`src/rtl/gpp_calc_pkg.sv`:
```
// Shared definitions for the factorial engine slice: FSM state encoding and
// default operand/result widths.
package gpp_calc_pkg;

   localparam int DATA_W_DEF = 16;
   localparam int N_W_DEF    = 9;

   typedef enum logic [1:0] {
      FE_IDLE = 2'd0,
      FE_MUL  = 2'd1,
      FE_DONE = 2'd2
   } fe_state_e;

endpackage

```
`src/rtl/fact_engine_if.sv`:
```
// Start/busy/done handshake bundle between the control unit (master) and the
// factorial engine (slave).
interface fact_engine_if
   import gpp_calc_pkg::*;
#(
   parameter int DATA_W = DATA_W_DEF,
   parameter int N_W    = N_W_DEF
);

   logic              start;
   logic [N_W-1:0]    n;
   logic              busy;
   logic              done;
   logic [DATA_W-1:0] result;
   logic              ovf;

   modport master (output start, n, input busy, done, result, ovf);
   modport slave  (input start, n, output busy, done, result, ovf);

endinterface

```
`src/rtl/fact_shift_add_mul.sv`:
```
// Serial shift-add multiplier: one multiplier bit per step, LSB first,
// DATA_W x N_W -> DATA_W+N_W. 'product' is the running sum including the current bit.
module fact_shift_add_mul
   import gpp_calc_pkg::*;
#(
   parameter int DATA_W = DATA_W_DEF,
   parameter int N_W    = N_W_DEF
) (
   input  logic                    clk,
   input  logic                    rst,
   input  logic                    load,
   input  logic                    step,
   input  logic [DATA_W-1:0]       a,
   input  logic [N_W-1:0]          b,
   output logic [DATA_W+N_W-1:0]   product,
   output logic                    last
);

   localparam int P_W   = DATA_W + N_W;
   localparam int CNT_W = (N_W > 1) ? $clog2(N_W) : 1;

   logic [P_W-1:0]   partial;
   logic [P_W-1:0]   addend;
   logic [CNT_W-1:0] bitcnt;

   always_comb begin
      addend = '0;
      if (b[bitcnt]) begin
         addend = {{N_W{1'b0}}, a} << bitcnt;
      end
      product = partial + addend;
      last    = (bitcnt == CNT_W'(N_W - 1));
   end

   // The final step hands its product to the engine and clears itself for the next iteration.
   always_ff @(posedge clk or posedge rst) begin
      if (rst) begin
         partial <= '0;
         bitcnt  <= '0;
      end else if (load || (step && last)) begin
         partial <= '0;
         bitcnt  <= '0;
      end else if (step) begin
         partial <= product;
         bitcnt  <= bitcnt + CNT_W'(1);
      end
   end

endmodule

```
`src/rtl/fact_engine.sv`:
```
// Iterative factorial unit with its own serial multiplier and sticky overflow.
// Optional macro FACT_ENGINE_OVF_ABORT_EN: saturate and finish on the first overflowing iteration.
module fact_engine
   import gpp_calc_pkg::*;
#(
   parameter int DATA_W = DATA_W_DEF,
   parameter int N_W    = N_W_DEF
) (
   input  logic          clk,
   input  logic          rst,
   fact_engine_if.slave  bus
);

   localparam int P_W = DATA_W + N_W;

   fe_state_e         state;
   fe_state_e         next_state;
   logic [DATA_W-1:0] acc;
   logic [DATA_W-1:0] result_q;
   logic [N_W-1:0]    i_cnt;
   logic              ovf_run;
   logic              ovf_q;
   logic [P_W-1:0]    product;
   logic              accept;
   logic              mul_step;
   logic              mul_last;
   logic              iter_end;
   logic              iter_ovf;
   logic              abort;
   logic              finish;

   assign accept   = (state == FE_IDLE) && bus.start;
   assign mul_step = (state == FE_MUL);
   assign iter_end = mul_step && mul_last;
   assign iter_ovf = |product[P_W-1:DATA_W];

`ifdef FACT_ENGINE_OVF_ABORT_EN
   assign abort = iter_end && iter_ovf;
`else
   assign abort = 1'b0;
`endif

   // i is decremented at the end of each iteration, so i<=2 now means i<2 afterwards.
   assign finish = iter_end && ((i_cnt <= N_W'(2)) || abort);

   fact_shift_add_mul #(
      .DATA_W (DATA_W),
      .N_W    (N_W)
   ) u_mul (
      .clk     (clk),
      .rst     (rst),
      .load    (accept),
      .step    (mul_step),
      .a       (acc),
      .b       (i_cnt),
      .product (product),
      .last    (mul_last)
   );

   always_ff @(posedge clk or posedge rst) begin
      if (rst) begin
         state <= FE_IDLE;
      end else begin
         state <= next_state;
      end
   end

   always_comb begin
      next_state = state;
      case (state)
         FE_IDLE: if (bus.start) next_state = (bus.n < N_W'(2)) ? FE_DONE : FE_MUL;
         FE_MUL:  if (finish)    next_state = FE_DONE;
         FE_DONE: next_state = FE_IDLE;
         default: next_state = FE_IDLE;
      endcase
   end

   // Held copies of result/ovf keep the last answer visible while the next operation runs.
   always_ff @(posedge clk or posedge rst) begin
      if (rst) begin
         acc      <= '0;
         i_cnt    <= '0;
         ovf_run  <= 1'b0;
         result_q <= '0;
         ovf_q    <= 1'b0;
      end else begin
         if (accept) begin
            acc     <= DATA_W'(1);
            i_cnt   <= bus.n;
            ovf_run <= 1'b0;
         end else if (iter_end) begin
            acc     <= abort ? '1 : product[DATA_W-1:0];
            ovf_run <= ovf_run | iter_ovf;
            i_cnt   <= i_cnt - N_W'(1);
         end
         if (state == FE_DONE) begin
            result_q <= acc;
            ovf_q    <= ovf_run;
         end
      end
   end

   always_comb begin
      bus.busy   = 1'b0;
      bus.done   = 1'b0;
      bus.result = result_q;
      bus.ovf    = ovf_q;
      case (state)
         FE_MUL:  bus.busy = 1'b1;
         FE_DONE: begin
            bus.done   = 1'b1;
            bus.result = acc;
            bus.ovf    = ovf_run;
         end
         default: ;
      endcase
   end

endmodule

```
`src/flat_wrapper.sv`:
```
// flat-port wrapper written by rule: the top's interface ports become plain ports
module fact_engine_flat import gpp_calc_pkg::*;
#(
   parameter int DATA_W = DATA_W_DEF,
   parameter int N_W    = N_W_DEF
)
  (clk, rst, bus_start, bus_n, bus_busy, bus_done, bus_result, bus_ovf);
  fact_engine_if #(.DATA_W(DATA_W), .N_W(N_W)) bus_i ();
  input  logic clk;
  input  logic rst;
  input wire logic [$bits(bus_i.start)-1:0] bus_start;
  input wire logic [$bits(bus_i.n)-1:0] bus_n;
  output wire logic [$bits(bus_i.busy)-1:0] bus_busy;
  output wire logic [$bits(bus_i.done)-1:0] bus_done;
  output wire logic [$bits(bus_i.result)-1:0] bus_result;
  output wire logic [$bits(bus_i.ovf)-1:0] bus_ovf;
  assign bus_i.start = bus_start;
  assign bus_i.n = bus_n;
  assign bus_busy = bus_i.busy;
  assign bus_done = bus_i.done;
  assign bus_result = bus_i.result;
  assign bus_ovf = bus_i.ovf;
  fact_engine #(.DATA_W(DATA_W), .N_W(N_W)) u_core (.clk(clk), .rst(rst), .bus(bus_i));
endmodule
```
`config.mk`:
```
export PLATFORM = sky130hd
export DESIGN_NAME = fact_engine_flat
export DESIGN_NICKNAME = d
export VERILOG_FILES = /design/src/rtl/gpp_calc_pkg.sv /design/src/rtl/fact_engine_if.sv /design/src/rtl/fact_shift_add_mul.sv /design/src/rtl/fact_engine.sv /design/src/flat_wrapper.sv
export SDC_FILE = /design/constraint.sdc
export NUM_CORES = 1
export LEC_CHECK = 0
export ABC_AREA = 1
export CAP_MARGIN = 5
export CORE_AREA = 2 2 101 103
export CTS_BUF_LIST = sky130_fd_sc_hd__clkbuf_4
export CTS_CLUSTER_SIZE = 30
export DETAILED_ROUTE_END_ITERATION = 7
export DIE_AREA = 0 0 103 105
export PLACE_DENSITY = 0.88
export REMOVE_ABC_BUFFERS = 1
export SYNTH_ARGS = -nofsm -noshare
export SYNTH_HDL_FRONTEND = slang
export SYNTH_SLANG_ARGS = --single-unit
```
`constraint.sdc`:
```
create_clock -name clk -period 2.8 [get_ports clk]
set_input_delay 0.56 -clock clk [delete_from_list [all_inputs] [get_ports clk]]
set_output_delay 0.56 -clock clk [all_outputs]
set_load 0.05 [all_outputs]
```
=== Yosys cells after proc, flatten, opt, wreduce, memory -nomap -nowiden ===
Cells that the tools add are included.
Widths: inputs -> output; s select.

* Register bits after elaboration: 74
* Input port bits: 12
* Output and inout bits: 19
* Word-level logic and storage cells: 51

* Add/sub/neg operators: 3
* $lt $le $gt $ge: 3
* Equality and inequality tests: 5
* Shifts and indexed selects: 1
* Multiplexer cells: 21
* Bitwise gates (word level): 1
* Reduce and logical (&&, ||, !) cells: 9

{| class="wikitable"
|+ Operator list
! operator !! count
|-
| $mux 25 || 3
|-
| $mux 16 || 3
|-
| $add 25x25->25 || 1
|-
| $shl 16x4->25 || 1
|-
| $mux 9 || 2
|-
| $le 9x2->1 const B || 1
|-
| $lt 9x2->1 const B || 1
|-
| $reduce_or 9->1 || 1
|-
| $sub 9x1->9 const B || 1
|-
| $mux 4 || 2
|-
| $mux 1 || 6
|-
| $mux 2 || 3
|-
| $lt 4x5->1 const B || 1
|-
| $add 4x1->4 const B || 1
|-
| $bmux 1 s4 || 1
|-
| $eq 4x4->1 const B || 1
|-
| $ne 2x2->1 const B || 2
|-
| $pmux 2 s2 || 1
|-
| $reduce_bool 2->1 || 2
|-
| $logic_and 1x1->1 || 3
|-
| $eq 2x1->1 const B || 1
|-
| $eq 2x2->1 const B || 1
|-
| $logic_not 2->1 || 1
|-
| $reduce_and 2->1 || 1
|-
| other kinds (2) || 2
|}

=== Logic depth before layout (Yosys ltp) ===
Gate-level depths: netlist of the first run.

* Depth after elaboration: 8
* Gate-level depth with buffers: 27
* Mapped depth without buffers: 25

=== By module ===
A second synthesis of the first run with hierarchy kept.

* Cells, all modules: 960
* Area total of the unflattened synthesis: 6,063.3 µm²

{| class="wikitable"
|+ Modules (own cells, without submodules)
! module !! instances !! cells an instance !! area an instance (µm²) !! sequential area each (µm²)
|-
| fact_shift_add_mul || 1 || 720 || 4,015.1 || 725.7
|-
| fact_engine || 1 || 240 || 2,048.2 || 1,126.1
|}

=== Least setup slack after synthesis of the first run ===
No wires, ideal clock.

* Path type: register to register
* Start: register u_core.u_mul.bitcnt[0]
* End: register u_core.ovf_run
* Library setup time: 0.117 ns
* Data arrival time: 2.698 ns
* Data required time: 2.683 ns
* Slack: -0.015 ns
* Stages on the path, launching flop included: 24
* Period minus slack after synthesis: 2.815 ns
* Cell sequence: dfrtp_1 buf_2 o21ai_0 a21oi_1 o21ai_0 nand3_2 nand2_2 buf_4 o22ai_1 ha_1 nand2_1 inv_1 nand2_1 inv_1 a21oi_2 nand2_2 nand2_1 nand2_1 nand2_1 nand2_1 nor2_1 nand3_1 nand2_1 nand2_1

* Longest elaborated chain between the ends: 8
* Elaborated cells on any way between the ends: 12
* Classes of those cells: add/sub (1); eq/ne (1); shift (1); mux (5); bitwise (1); reduce/logical (3)

{| class="wikitable"
|+ Ends and longest elaborated chain
! item !! line !! text
|-
| start, declared || fact_shift_add_mul.sv:24 || <nowiki>logic [CNT_W-1:0] bitcnt;</nowiki>
|-
| start signal, assigned || fact_shift_add_mul.sv:45 || <nowiki>bitcnt <= bitcnt + CNT_W'(1);</nowiki>
|-
| $bmux 1 s4 || fact_shift_add_mul.sv:28 || <nowiki>if (b[bitcnt]) begin</nowiki>
|-
| $mux 1 (implied by the code) || fact_shift_add_mul.sv:28 ||
|-
| $mux 25 || fact_shift_add_mul.sv:28 ||
|-
| $add 25x25->25 || fact_shift_add_mul.sv:31 || <nowiki>product = partial + addend;</nowiki>
|-
| $reduce_or 9->1 || fact_engine.sv:35 || <nowiki>assign iter_ovf = |product[P_W-1:DATA_W];</nowiki>
|-
| $or 1x1->1 || fact_engine.sv:93 || <nowiki>ovf_run <= ovf_run | iter_ovf;</nowiki>
|-
| $mux 1 || fact_engine.sv:91 || <nowiki>end else if (iter_end) begin</nowiki>
|-
| $mux 1 || fact_engine.sv:87 || <nowiki>if (accept) begin</nowiki>
|-
| end signal, assigned || fact_engine.sv:93 ||
|-
| end, declared || fact_engine.sv:21 || <nowiki>logic ovf_run;</nowiki>
|}

Several ways; a longest one is shown, not always the timed one. The select of a mux whose other input is x is not followed.
A chain may end at the register's enable or synchronous reset.

=== Final worst setup path of the first run ===
Same ends and word-level chain as after synthesis.

==> results.yml, run 1 <==
cts:
  clk_pin_slew_worst_paths_ps: 140
  cts-htree-levels: 3
  cts_tree: "done"
  numCtsBuffers: 9
  ctsLongestPathBuffers: 2
  insertion_delay_ps: 530
  clockRootBuffer: "clkbuf_4"
  postCtsHoldBufs: 0
  cts.sinks: 74
floorplanning:
  fp.dieH_um: 105
  floorplan.die_area_mm2: 0.0108
  initial_cell_density_of_the_core_pct: 56.7
  fp-row-count: 36
  total_core_area_mm2: 0.00964
  die_width_um: 103
  ios: 31
sta:
  finalCriticalPeriod_ps: 3530
  final_max_slew_viol_count: 0
  timing.final.crit_share_pct: 126
  worst_slew_margin_rel_pct: 51.5
  fin_setup_tns_ps: -17620
  grt_setup_unrepaired: "yes"
  setup_viol: 38
  clock_skew_ps: 25.2
  final_hold_slack_ps: 439
  maxClockFrequency_mhz: 283
  worst_slew_pin_slew_ps: 722
  final_hold_viol_count: 0
  fin_ws_ps: -731
logic_synthesis:
  syn_inst: 804
  synthMostInstantiatedCell: "nand2_1"
  synth-seq-area-share_pct: 33.9
  synth_flop_cell: "dfrtp_1"
  yosysTopAreaCellShare_pct: 33.9
  synth_area_leaders: "dfrtp_1 34%, nand2_1 18%, o21ai_0 7.9%, inv_1 7.2%, ha_1 6.4%"
  synthesis.area_mm2: 0.00547
  synthArstFlopShare_pct: 100
  synth.distinct_cells: 37
  synth_area_per_inst_um2: 6.80
  synth_top_cells_by_count: "259 x nand2_1, 105 x inv_1, 86 x o21ai_0, 74 x dfrtp_1, 49 x nor2_1"
  yosys_warnings: 0
  synth.largest_area_cell: "dfrtp_1"
  post_synth_edffs: 0
  synth_seq_cells: 74
grt:
  antenna_found_initial: 3
  gr-usage-met2_pct: 60.8
  first_global_vias: 6057
  grt_usage_pct: 35.8
  groute.layer.met3.usage_pct: 7.29
  grt-busiest-layer: "met2"
  groute.layer.met1.usage_pct: 42.7
  grt_max_degree: 75
  global_route.overflow_total: 0
  grt_first_pass_wirelength_um: 29600
final_layout:
  fin_nets: 1012
  final_core_utilization_pct: 87.3
  final_design_area_no_fill_mm2: 0.00842
  num-fill-cells: 475
  layout-drive-gt1-share_pct: 38.8
  area.growth.synth_to_final_pct: 53.9
critical_path:
  worstPathRequired_ps: 3220
  critical_path_class: "reg -> reg"
  crit_path_start_kind: "flip-flop"
  crit_arrival_ps: 3950
  worst-path-max-fanout: 6
  setup.worst_path.end_class: "flip-flop"
detailed_routing:
  initial_drt_markers: 739
  vias: 6789
  detail-route-antenna-nets: 0
  viasPerCell: 6.11
  dr.pass1.iters: 6
  routed_wirelength_um: 23300
  post_drt_wl_per_cell_um: 21.0
  drt_drc_violations_left: 0
status:
  failing_checks: "negative setup slack"
  status: "finished with violations"
job:
  drv_cap: 0
place:
  place.port_buffers: 30
  gp_routability_congestion: 0.984
  placement.cell_area_mm2: 0.00703
  dp_hpwl_um: 13500
worst_hold_path:
  hold_path.class: "in -> async"
[area by class of cell]
| class | instances | area, um2 | share of cell area [%] |
|---|---|---|---|
| multi-input combinational | 596 | 4140 | 49.1 |
| clock inverter | 7 | 36.3 | 0.431 |
| timing repair buffer | 180 | 1730 | 20.5 |
| tap | 133 | 166 | 1.98 |
| clock buffer | 9 | 67.6 | 0.803 |
| antenna | 3 | 7.51 | 0.0892 |
| inverter | 110 | 425 | 5.05 |
| sequential | 74 | 1850 | 22.0 |
[stage by stage]
step,setup WS [ps],cells
final,-731,1112
after global routing,-876,1109
after detailed placement,-522,1075
after global placement,-494,1075
after CTS,-269,1100
after floorplan,-446,780
[path summary, 6_finish.rpt]
path | from | endpoint | slack, ps | cells past startpoint
max | u_core.u_mul.bitcnt[0] | u_core.ovf_run | -730 | 23
min | rst | u_core.acc[9] | 440 | 3
max reg2reg | u_core.u_mul.bitcnt[0] | u_core.ovf_run | -730 | 23
min reg2reg | u_core.u_mul.partial[21] | u_core.u_mul.partial[21] | 530 | 2
max in group asynchronous | rst | u_core.u_mul.bitcnt[0] | 2000 | 3
min in group clk | u_core.u_mul.partial[21] | u_core.u_mul.partial[21] | 530 | 2
[worst max-delay path: stages (launching register included)]
cell and delay [ps]:
dfrtp_2 510, buf_12 150, nand2_1 130, o21ai_1 170
nand2_1 250, o21ai_1 280, nand2_1 170, o21ai_2 180
o22ai_4 120, ha_4 310, nand2_1 70, inv_2 70
buf_4 130, nand3_1 100, nor2_1 100, nand2_1 80
nand3_1 90, nand2_1 50, nand2_1 80, nand2_1 70
nor2_2 130, nand3_1 80, nand2_1 60, nand2_1 40
[state kept, by name, indices dropped and copies added, names as in the netlist]
signal / flops
u_core.u_mul.bitcnt: 4
u_core.acc: 16
u_core.result_q: 16
u_core.u_mul.partial: 25
u_core.ovf_q: 1
u_core.state: 2
u_core.ovf_run: 1
u_core.i_cnt: 9
[timing repair]
| item | in CTS | in global routing |
|---|---|---|
| setup buffers | 9 | 13 |
| gates cloned | 0 | 1 |
| resized for setup | 86 | 203 |
| setup endpoints to repair | 36 | 36 |
| pin swaps | 28 | 50 |
[layout by cell type, fill, tap and decap left out, types with 5 or more instances in the layout]
master / synthesis / final
xnor2_4: 0 / 5
inv_2: 5 / 16
o221ai_1: 5 / 5
o22ai_2: 0 / 5
nand2_4: 0 / 14
dfrtp_1: 74 / 73
nand2_1: 259 / 212
o22ai_1: 20 / 11
nand3_1: 30 / 22
o21ai_1: 3 / 35
clkbuf_4: 0 / 9
nor3_2: 0 / 6
nor2_1: 49 / 32
nand2_2: 10 / 43
inv_1: 105 / 90
buf_6: 0 / 14
buf_4: 7 / 131
a21oi_1: 22 / 13
o21ai_0: 86 / 34
o21ai_2: 0 / 18
ha_1: 28 / 9
nand3_2: 3 / 7
o211ai_1: 5 / 5
ha_4: 0 / 17
xor2_1: 12 / 9
buf_12: 0 / 22
nor2_2: 11 / 16
nand4_1: 10 / 10
nor2_4: 0 / 12
a21oi_2: 1 / 7
clkdlybuf4s50_1: 0 / 12
[metal layers]
| metal | part of all wire, % | routed length, um |
|---|---|---|
| met3 | 9.9 | 2320 |
| met2 | 47 | 10900 |
| met4 | 7.3 | 1700 |
| met5 | 0.056 | 13 |
| met1 | 36 | 8340 |
[cells by family (layout without fill, tap and decap cells)]
group / count (synthesis) / count (layout) / share of synthesized area (%)
xor+xnor: 21 / 21 / 3.36
buf+inv: 134 / 306 / 9.79
compound gates: 158 / 158 / 16.4
mux: 1 / 1 / 0.183
fa+ha+maj: 29 / 29 / 6.77
other cells: 0 / 3 / 0
flops: 74 / 74 / 33.9
simple gates: 387 / 387 / 29.6
Power of run 1 is left out: the tool's default activity adds up to more than one toggle a clock period on the data nets, which glitch-free logic cannot reach.
==> run 2, diff against run 1 <==
--- a/config.mk
+++ b/config.mk
@@ -12,6 +12,7 @@
 export CTS_CLUSTER_SIZE = 30
 export DETAILED_ROUTE_END_ITERATION = 7
 export DIE_AREA = 0 0 103 105
+export GPL_TIMING_DRIVEN = 0
 export PLACE_DENSITY = 0.88
 export REMOVE_ABC_BUFFERS = 1
 export SYNTH_ARGS = -nofsm -noshare
==> run 2 against run 1 <==
Against the previous run: fmax shrank 0.78%; routed wire length decreased by 10%; die area unchanged; register-to-register slack lost 30 ps; final cell count shrank 7.6%; first-iteration DRC count fell by 7.7%; worst hold slack better by 3.9 ps; clock skew shrank 2.6 ps; design area down 9.9%; via count shrank 4.6%; sequential cell count unchanged; the run still ends with negative setup slack left; largest cell class unchanged; setup slack got worse by 28 ps.
==> results.yml, run 2 (synthesis results as in run 1) <==
critical_path:
  critical_path_class: "reg -> reg"
  max_stage_delay_ps: 510
  crit_path_start_kind: "flip-flop"
  setup.worst_path.start: "u_core.u_mul.bitcnt[0]"
  crit_slowest_cell: "dfrtp_4"
  r2r.worst_path.cells: 22
  r2r-start: "u_core.u_mul.bitcnt[0]"
  reg_to_reg_slack_setup_ps: -760
  worstPathRequired_ps: 3170
  crit_arrival_ps: 3930
  cell_type_with_the_highest_occurrence_count_on_the_critical_path: "nand2_1"
  timing.critical_path.cells: "buf_12 > buf_12 > o21ai_1 > nand2_1 > o21ai_1 > nand2_2 > nor3_4 > ha_4 > nand2_2 > nand2_1 > nand2_1 > nand2_1 > nand2_1 > nand3b_1 > nand2_2 > nand2_2 > nand2_2 > nand3_2 > nor2_2 > nand3_2 > nand2_1 > nand2_1"
  setup.worst_path.end_class: "flip-flop"
  worst-path-max-fanout: 19
final_layout:
  layout_common_cells: "205 x nand2_1, 91 x inv_1, 70 x dfrtp_1, 54 x nand2_2, 53 x buf_4"
  most_frequent_standard_cell_in_the_layout_excluding_fill_and_tap_cells: "nand2_1"
  largest_register_ff_count: 25
  layout.cells.non_filler: 1027
  layout-drive-gt1-share_pct: 35.6
  fin_nets: 929
  largest_regs: "u_core.u_mul.partial: 25 flops, u_core.acc: 16 flops, u_core.result_q: 16 flops"
  regMostFlops: "u_core.u_mul.partial"
  area.growth.synth_to_final_pct: 38.8
cts:
  clk_pin_slew_worst_paths_ps: 120
  cts-htree-levels: 3
  cts_tree: "done"
  clockRootBuffer: "clkbuf_4"
  ctsLongestPathBuffers: 2
  postCtsHoldBufs: 0
  cts.sinks: 74
  insertion_delay_ps: 470
  numCtsBuffers: 9
grt:
  grt_max_degree: 44
  grt_usage_pct: 33.1
  first_global_vias: 5759
  grt_first_pass_wirelength_um: 28000
  global_route.overflow_total: 0
  antenna_found_initial: 2
place:
  dp_hpwl_um: 10900
  gp_routability_congestion: 0.933
  detailedPlace.worstSlack_ps: -1540
  dp_cells: 944
  place.port_buffers: 30
floorplanning:
  die_width_um: 103
  floorplan.die_area_mm2: 0.0108
  fp-row-count: 36
  fp.dieH_um: 105
  initial_cell_density_of_the_core_pct: 56.7
  total_core_area_mm2: 0.00964
  ios: 31
sta:
  worst_slew_margin_rel_pct: 17.6
  grt_setup_unrepaired: "yes"
  worst_slew_pin_slew_ps: 1230
  final_hold_viol_count: 0
  clock_skew_ps: 22.7
  fin_ws_ps: -759
  final_max_slew_viol_count: 0
  timing.final.crit_share_pct: 127
  maxClockFrequency_mhz: 281
  finalCriticalPeriod_ps: 3560
  setup_viol: 40
detailed_routing:
  routed_wirelength_um: 21000
  viasPerCell: 6.31
  drt_drc_violations_left: 0
  detail-route-antenna-nets: 0
  initial_drt_markers: 682
  dr.pass1.iters: 6
  vias: 6477
  post_drt_wl_per_cell_um: 20.4
status:
  failing_checks: "negative setup slack"
  status: "finished with violations"
worst_hold_path:
  hold_path.class: "in -> async"
job:
  drv_cap: 0
run 2: cell count changes in the layout (fill, tap and decap cells not counted), sizes merged, moves of 2 or more:
cell | previous run | this run
buf | 167 | 63
clkbuf | 10 | 29
clkinv | 5 | 3
diode | 3 | 1
run 2: worst paths after layout:
check	endpoint
worst max-delay path	u_core.ovf_run
worst min-delay path	u_core.acc[7]
min in group clk	u_core.ovf_q
worst max register to register	u_core.ovf_run
worst min register to register	u_core.ovf_q
max in group asynchronous	u_core.u_mul.bitcnt[1]
run 2: worst max-delay path, delay by kind of cell (launching register included):
family	cells	cell delay, ps
buf+inv	2	310
simple gates	17	1890
compound gates	2	460
flops	1	510
fa+ha+maj	1	290
run 2: area by class of cell:
class                           count  area, um2
Sequential cell                    74       1860
Fill cell                         607       2050
Antenna cell                        1       2.50
Clock inverter                      5       55.1
Timing Repair Buffer               94        758
Timing Repair inverter              2       11.3
Multi-Input combinational cell    597       4220
Tap cell                          133        166
Inverter                          110        434
Clock buffer                       11       82.6
run 2: layer usage:
metal | vias to the layer above | GRT usage [%] | share of wire, %
li1 | 2801 | - | -
met3 | 185 | 6.42 | 10
met4 | 2 | 19.6 | 9.0
met2 | 468 | 53.2 | 45
met5 | - | 0 | 0.062
met1 | 3021 | 40.5 | 36
run 2: what timing repair did:
| item | CTS | global route |
|---|---|---|
| cloned | 2 | 1 |
| resized for setup | 201 | 174 |
| buffers inserted | 46 | 17 |
| pin swaps | 64 | 39 |
| endpoints found under the setup margin | 74 | 62 |
run 2: stage by stage:
step / setup TNS [ps] / hold WS (ps) / util (%) / instance area [um2]
after CTS: -3770 / 470 / 72.5 / 6990
after global placement: -112530 / 464 / 60.3 / 5810
after global routing: -27370 / 494 / 78.7 / 7590
final: -16520 / 443 / 78.7 / 7590
after floorplan: -7140 / 449 / - / 5350
after detailed placement: -49780 / 463 / 60.5 / 5840
Power of run 2 is left out for the same reason.
